--- src/rtl/dfp_divide_seq_pkg.sv ---
// Shared types and BCD helpers for the sequential decimal floating-point divider.
// The BCD helpers work on DIG_MAX-digit vectors; callers zero-extend narrower operands.
package dfp_divide_seq_pkg;

  localparam int DIG_MAX = 32;
  localparam int SIG_MAX = DIG_MAX * 4;

  typedef enum logic [1:0] {IDLE, NORM, DIV, FIN} dfp_div_state_t;

  typedef struct packed {
    logic invalid;
    logic divbyzero;
    logic overflow;
    logic underflow;
  } dfp_exc_t;

  // Outcome of the operand-class decode, held until FIN.
  typedef struct packed {
    logic special;
    logic nan;
    logic inf;
    logic zero;
    logic invalid;
    logic divbyzero;
  } dfp_special_t;

  function automatic logic [SIG_MAX-1:0] bcd_sub_n(input logic [SIG_MAX-1:0] a,
                                                   input logic [SIG_MAX-1:0] b);
    logic [SIG_MAX-1:0] res;
    logic borrow;
    logic [4:0] t;
    res = '0;
    borrow = 1'b0;
    for (int i = 0; i < DIG_MAX; i++) begin
      t = {1'b0, a[i*4 +: 4]} - {1'b0, b[i*4 +: 4]} - {4'd0, borrow};
      if (t[4]) begin
        res[i*4 +: 4] = t[3:0] + 4'd10;
        borrow = 1'b1;
      end else begin
        res[i*4 +: 4] = t[3:0];
        borrow = 1'b0;
      end
    end
    return res;
  endfunction

  // Valid BCD digits keep positional order, so a plain unsigned compare suffices.
  function automatic logic bcd_ge_n(input logic [SIG_MAX-1:0] a,
                                    input logic [SIG_MAX-1:0] b);
    return a >= b;
  endfunction

endpackage

--- src/rtl/dfp_lzc.sv ---
// Combinational leading-zero-digit counter for an N-digit BCD coefficient.
// An all-zero coefficient reports N.
module dfp_lzc #(
  parameter int N = 25,
  localparam int LZW = $clog2(N + 1)
) (
  input  logic [N*4-1:0] sig,
  output logic [LZW-1:0] lz
);

  always_comb begin
    lz = LZW'(N);
    for (int i = 0; i < N; i++) begin
      if (sig[i*4 +: 4] != 4'd0) lz = LZW'(N - 1 - i);
    end
  end

endmodule

--- src/rtl/dfp_divide_seq.sv ---
// Sequential radix-10 restoring divider for BCD significands; emits an unrounded
// N+G digit quotient with sticky for the downstream normalise/round stages.
module dfp_divide_seq
  import dfp_divide_seq_pkg::*;
#(
  parameter int N    = 25,
  parameter int G    = 2,
  parameter int EXPW = 12,
  parameter int BIAS = 'h5FF
) (
  input  logic                   clk,
  input  logic                   rst,
  input  logic                   ce,
  input  logic                   ld,
  input  logic                   a_sign,
  input  logic                   b_sign,
  input  logic [EXPW-1:0]        a_exp,
  input  logic [EXPW-1:0]        b_exp,
  input  logic [N*4-1:0]         a_sig,
  input  logic [N*4-1:0]         b_sig,
  input  logic                   a_nan,
  input  logic                   b_nan,
  input  logic                   a_inf,
  input  logic                   b_inf,
  output logic                   o_sign,
  output logic signed [EXPW+1:0] o_exp,
  output logic [(N+G)*4-1:0]     o_sig,
  output logic                   o_sticky,
  output logic                   o_nan,
  output logic                   o_inf,
  output logic                   o_zero,
  output logic                   invalid,
  output logic                   divbyzero,
  output logic                   overflow,
  output logic                   underflow,
  output logic                   busy,
  output logic                   done,
  output dfp_div_state_t         dbg_state
);

  localparam int RW  = (N + 1) * 4;
  localparam int QD  = N + G + 1;
  localparam int QW  = QD * 4;
  localparam int OW  = (N + G) * 4;
  localparam int LZW = $clog2(N + 1);
  localparam int KW  = $clog2(QD + 1);

  // Handshake: ld is taken on any edge with ce=1 and always (re)starts an operation;
  // done is a level that drops with ld and rises together with the registered result.
  dfp_div_state_t state;
  dfp_special_t   spc, in_spc;
  dfp_exc_t       exc;
  logic [N*4-1:0] sa, sb;
  logic [EXPW-1:0] ea, eb;
  logic           sgn;
  logic [RW-1:0]  rem, dvs;
  logic [QW-1:0]  quo;
  logic [3:0]     qd, q0;
  logic [KW-1:0]  k;
  logic [LZW-1:0] lza, lzb;
  logic           a_zero, b_zero, ge;
  logic [SIG_MAX-1:0] rem_ext, dvs_ext, diff_ext;
  logic [SIG_MAX-RW-1:0] unused_diff_hi;
  int             e;

  dfp_lzc #(.N(N)) u_lza (.sig(sa), .lz(lza));
  dfp_lzc #(.N(N)) u_lzb (.sig(sb), .lz(lzb));

  assign rem_ext        = {{(SIG_MAX - RW){1'b0}}, rem};
  assign dvs_ext        = {{(SIG_MAX - RW){1'b0}}, dvs};
  assign diff_ext       = bcd_sub_n(rem_ext, dvs_ext);
  assign ge             = bcd_ge_n(rem_ext, dvs_ext);
  assign unused_diff_hi = diff_ext[SIG_MAX-1:RW];

  always_comb begin
    a_zero = !a_inf && (a_sig == '0);
    b_zero = !b_inf && (b_sig == '0);
    in_spc = '0;
    if (a_nan || b_nan) begin
      in_spc.special = 1'b1;
      in_spc.nan     = 1'b1;
    end else if ((a_zero && b_zero) || (a_inf && b_inf)) begin
      in_spc.special = 1'b1;
      in_spc.nan     = 1'b1;
      in_spc.invalid = 1'b1;
    end else if (b_inf) begin
      in_spc.special = 1'b1;
      in_spc.zero    = 1'b1;
    end else if (a_inf) begin
      in_spc.special = 1'b1;
      in_spc.inf     = 1'b1;
    end else if (b_zero) begin
      in_spc.special   = 1'b1;
      in_spc.inf       = 1'b1;
      in_spc.divbyzero = 1'b1;
    end else if (a_zero) begin
      in_spc.special = 1'b1;
      in_spc.zero    = 1'b1;
    end
  end

  // A leading zero quotient digit means the result sits one decade lower.
  always_comb begin
    q0 = quo[QW-1 -: 4];
    e  = int'(ea) - int'(eb) + BIAS - int'(lza) + int'(lzb) - (N + G - 1)
         - ((q0 == 4'd0) ? 1 : 0);
  end

  always_ff @(posedge clk or posedge rst) begin
    if (rst) begin
      state    <= IDLE;
      spc      <= '0;
      exc      <= '0;
      sa       <= '0;
      sb       <= '0;
      ea       <= '0;
      eb       <= '0;
      sgn      <= 1'b0;
      rem      <= '0;
      dvs      <= '0;
      quo      <= '0;
      qd       <= '0;
      k        <= '0;
      o_sign   <= 1'b0;
      o_exp    <= '0;
      o_sig    <= '0;
      o_sticky <= 1'b0;
      o_nan    <= 1'b0;
      o_inf    <= 1'b0;
      o_zero   <= 1'b0;
      busy     <= 1'b0;
      done     <= 1'b1;
    end else if (ce) begin
      if (ld) begin
        sa    <= a_sig;
        sb    <= b_sig;
        ea    <= a_exp;
        eb    <= b_exp;
        sgn   <= a_sign ^ b_sign;
        spc   <= in_spc;
        done  <= 1'b0;
        busy  <= 1'b1;
        state <= in_spc.special ? FIN : NORM;
      end else begin
        case (state)
          IDLE: state <= IDLE;
          NORM: begin
            rem   <= {4'h0, sa << {lza, 2'b00}};
            dvs   <= {4'h0, sb << {lzb, 2'b00}};
            quo   <= '0;
            qd    <= '0;
            k     <= '0;
            state <= DIV;
          end
          DIV: begin
            if (ge) begin
              rem <= diff_ext[RW-1:0];
              qd  <= qd + 4'd1;
            end else begin
              quo <= {quo[QW-5:0], qd};
              rem <= {rem[RW-5:0], 4'h0};
              qd  <= '0;
              k   <= k + 1'b1;
              if (k == KW'(QD - 1)) state <= FIN;
            end
          end
          FIN: begin
            o_sign <= sgn;
            if (spc.special) begin
              o_nan    <= spc.nan;
              o_inf    <= spc.inf;
              o_zero   <= spc.zero;
              o_sig    <= '0;
              o_exp    <= '0;
              o_sticky <= 1'b0;
              exc      <= '{invalid: spc.invalid, divbyzero: spc.divbyzero,
                            overflow: 1'b0, underflow: 1'b0};
            end else begin
              o_nan    <= 1'b0;
              o_inf    <= 1'b0;
              o_zero   <= 1'b0;
              o_sig    <= (q0 == 4'd0) ? quo[OW-1:0] : quo[QW-1:4];
              o_sticky <= (rem != '0) || ((q0 != 4'd0) && (quo[3:0] != 4'd0));
              o_exp    <= (EXPW + 2)'(e);
              exc      <= '{invalid: 1'b0, divbyzero: 1'b0,
                            overflow: (e > ((1 << EXPW) - 1)), underflow: (e < 0)};
            end
            done  <= 1'b1;
            busy  <= 1'b0;
            state <= IDLE;
          end
          default: state <= IDLE;
        endcase
      end
    end
  end

  assign invalid   = exc.invalid;
  assign divbyzero = exc.divbyzero;
  assign overflow  = exc.overflow;
  assign underflow = exc.underflow;
  assign dbg_state = state;

endmodule

--- config.mk ---
export PLATFORM = sky130hd
export DESIGN_NAME = dfp_divide_seq
export DESIGN_NICKNAME = d
export VERILOG_FILES = /design/src/rtl/dfp_divide_seq_pkg.sv /design/src/rtl/dfp_lzc.sv /design/src/rtl/dfp_divide_seq.sv
export SDC_FILE = /design/constraint.sdc
export NUM_CORES = 2
export LEC_CHECK = 0
export CORE_MARGIN = 1
export CORE_UTILIZATION = 65
export DETAILED_ROUTE_END_ITERATION = 6
export PLACE_DENSITY_LB_ADDON = 0.05
export SYNTH_ARGS = -nofsm -noshare
export SYNTH_HDL_FRONTEND = slang
export SYNTH_SLANG_ARGS = --single-unit
--- constraint.sdc ---
create_clock -name clk -period 60.6 [get_ports clk]
set_input_delay 12.12 -clock clk [delete_from_list [all_inputs] [get_ports clk]]
set_output_delay 12.12 -clock clk [all_outputs]
set_load 0.05 [all_outputs]
==> metrics <==
crit path time final=35.28 ns; die height=274 um; Relative slew margins=2.02%; H-tree depth=3; Yosys top cell area share=35.9%; reg-to-reg slack, setup=roughly 25 ns; number of synthesized flops with an enable pin=0; DR vias/cell=between 6 and 7; Post-Synthesis Cells=slightly above 5k; Root Buffer=clkbuf_16; Crit. Startpoint=rem[0]; final hold violation count=0; GRT overflow=0; WL final=around 170000 um; post-CTS sizing=0; P per Cell Area=between 60 and 70 mW/mm2; Layout fillers=about 5.2k; worst-path maximum fanout=6; WS Path Type=register to register; critical path launch point type=register; initial antenna violation count=10; number of synthesized register bits=691; Post-synth top flop=dfrtp_1; Clock transition at path regs=0.06 ns; fmax=~0.028 GHz; Mapped Avg Cell Area=9.40 um2; sequential share of the synthesized area=36.0%; clock latency at the later pin of the worst-skew pair=0.68 ns; Ports=369; Comb pwr share=a little over three fifths; clock share of power=14.4%; die boundary width=roughly 270 um; R2R depth=184; Setup Skew=0.0559 ns; Critical Path RT=61.18 ns; slew of the pin with the lowest slew margin=1.46 ns; drt drc=52; ys async rst share=100%; DP HPWL=128000 um; Tot GR Track Use=between 40% and 50%; Unique masters post-synth=between 90 and 100; max-slew violations=0; Reg-to-Reg End=rem[103]; Starting Density=65.7%; Crit. End Element=register; routability cong.=between 1 and 1.5; area growth from synthesis to layout=14.4%; # Max-Cap Violations=1; global-route wire length before repair=257000 um; final setup TNS=0 ns; hold crit path type=register to register; pin count of the biggest net entering global routing=158; Hold Startpoint=o_sig[90]; CTS buffer count=76; setup bufs post-CTS=0; Mapped Area=0.0480 mm2; Min-Delay Path Depth=2; cts hold-fix bufs=0; port buffer count=368; Sw Pwr=1690 uW; fin nets=a little under 6k; Synth area leader=dfrtp_1; CP max stage cell=fa_1; failing checks=design-rule violations, max-capacitance violations; die area=0.0750 mm2; CP peak stage delay=0.43 ns; reg2reg start=rem[0]; clk buf depth=3; Pwr Total=3490 uW; Hold Path Sink=o_sig[90]; row cnt=99; most common cell after layout, fill and taps aside=dfrtp_1; Sw Share=48.4%; Final period util=58.2%; vias in the first global route=41.7k; synth top area cells=dfrtp_1, mux2i_1, ha_1; syn nets=5711; synthesis warning total=0; Core Area=0.0731 mm2; drt first-iter violations=5973; Worst EP arrival=roughly 36 ns; status=complete, but fails checks; P_int=1800 uW; cell repeated most along the worst path=inv_1; Leakage=0.0255 uW; clk sink count=691; number of vias in the routed layout=roughly 44k; Seq pwr share=between 20% and 30%; RSZ-0062 raised after global routing=no; commonest non-fill, non-tap cells in the layout=dfrtp_1, inv_1, mux2i_1, o21ai_0, nand2_1; drt pass-1 iters=7; DR WL/cell=about 27 um; CTS tree=built; Finish-stage setup viols=0; peak supply drop=90.1 uV; post-route antenna net violation count=0; layout cell share with drive strength beyond 1=approximately 9.6%
-- flip-flops by register name, summed over array words and instances (netlist names), 6 cells and up --
register  count
dvs         100
eb           12
rem         104
quo         112
spc           6
ea           12
sb          100
sa          100
o_sig       108
o_exp        14
-- worst max-delay path: cells and delay by family, from the launching register on --
| kind | cells | cell delay, ns |
|---|---|---|
| adder cells (fa/ha/maj) | 53 | 15.39 |
| flip-flops | 1 | 0.40 |
| AND/OR/NAND/NOR | 28 | 3.15 |
| buffers and inverters | 50 | 5.29 |
| AO/OA/AOI/OAI | 28 | 2.54 |
| XOR/XNOR | 25 | 8.47 |
-- kinds of logic (layout without fill, tap and decap cells) --
family,Yosys count,count (layout),share of synthesized area (%)
mux,732,732,16.1
fa+ha+maj,368,368,10.4
other cells,0,7,0
compound gates,1208,1208,16.3
flops,691,691,36.0
simple gates,1178,1178,11.8
buf+inv,762,1037,6.34
xor+xnor,170,170,3.10
-- worst max-delay path by stage --
stage          cells past startpoint  slack [ns]       end
2_1_floorplan                      1       29.11      busy
3_3_place_gp                     184       27.22  rem[103]
3_5_place_dp                     184       25.53  rem[103]
4_1_cts                          184       25.50  rem[103]
5_1_grt                          184       22.47  rem[103]
6_report                         184       25.32  rem[103]
-- power groups by stage --
stage / registers [uW] / logic, uW / clock network, uW
after floorplan: 784 / 1530 / 0
after global placement: 796 / 2060 / 0
after detailed placement: 803 / 2110 / 0
after CTS: 797 / 2140 / 501
after global routing: 818 / 2380 / 517
final: 809 / 2180 / 501
-- area by class of cell --
class                      count  area (um2)  area share, %
antenna                        7        17.5         0.0319
clock inverter                36         505          0.920
timing repair buffer         425        4140           7.53
inverter                     475        1790           3.26
clock buffer                 101        2200           4.00
tap                          959        1200           2.18
multi-input combinational   3656       27800           50.6
sequential                   691       17300           31.5
-- per-layer routing --
| metal | wire, um | track usage (%) | vias to the layer above |
|---|---|---|---|
| met1 | 65900 | 58.7 | 21400 |
| met2 | 75000 | 67.3 | 2680 |
| met5 | 128 | 0 | - |
| met4 | 9940 | 22.5 | 11 |
| li1 | - | - | 18900 |
| met3 | 21300 | 15.2 | 576 |
-- cells in the mapped netlist, drive strengths merged (129+ instances only) --
master  count
nand2     386
inv       472
nand3     175
mux2      267
mux2i     465
nor4      129
o21ai     458
nor2      236
ha        313
dfrtp     690
a21oi     202
clkbuf    195
-- per-stage QoR --
step / utilization, % / setup slack (ns) / instance area [um2] / hold slack, ns / cells
6_report: 75.2 / 25.32 / 54900 / 0.475 / 6350
5_1_grt: 75.1 / 22.47 / 54900 / 0.496 / 6343
4_1_cts: 75.1 / 25.50 / 54900 / 0.482 / 6343
3_5_place_dp: 71.4 / 25.53 / 52200 / 0.466 / 6206
3_3_place_gp: 71.4 / 27.22 / 52200 / 0.460 / 6206
2_1_floorplan: - / 29.11 / 48000 / 0.446 / 5109
(Power assumes the default switching activity.)
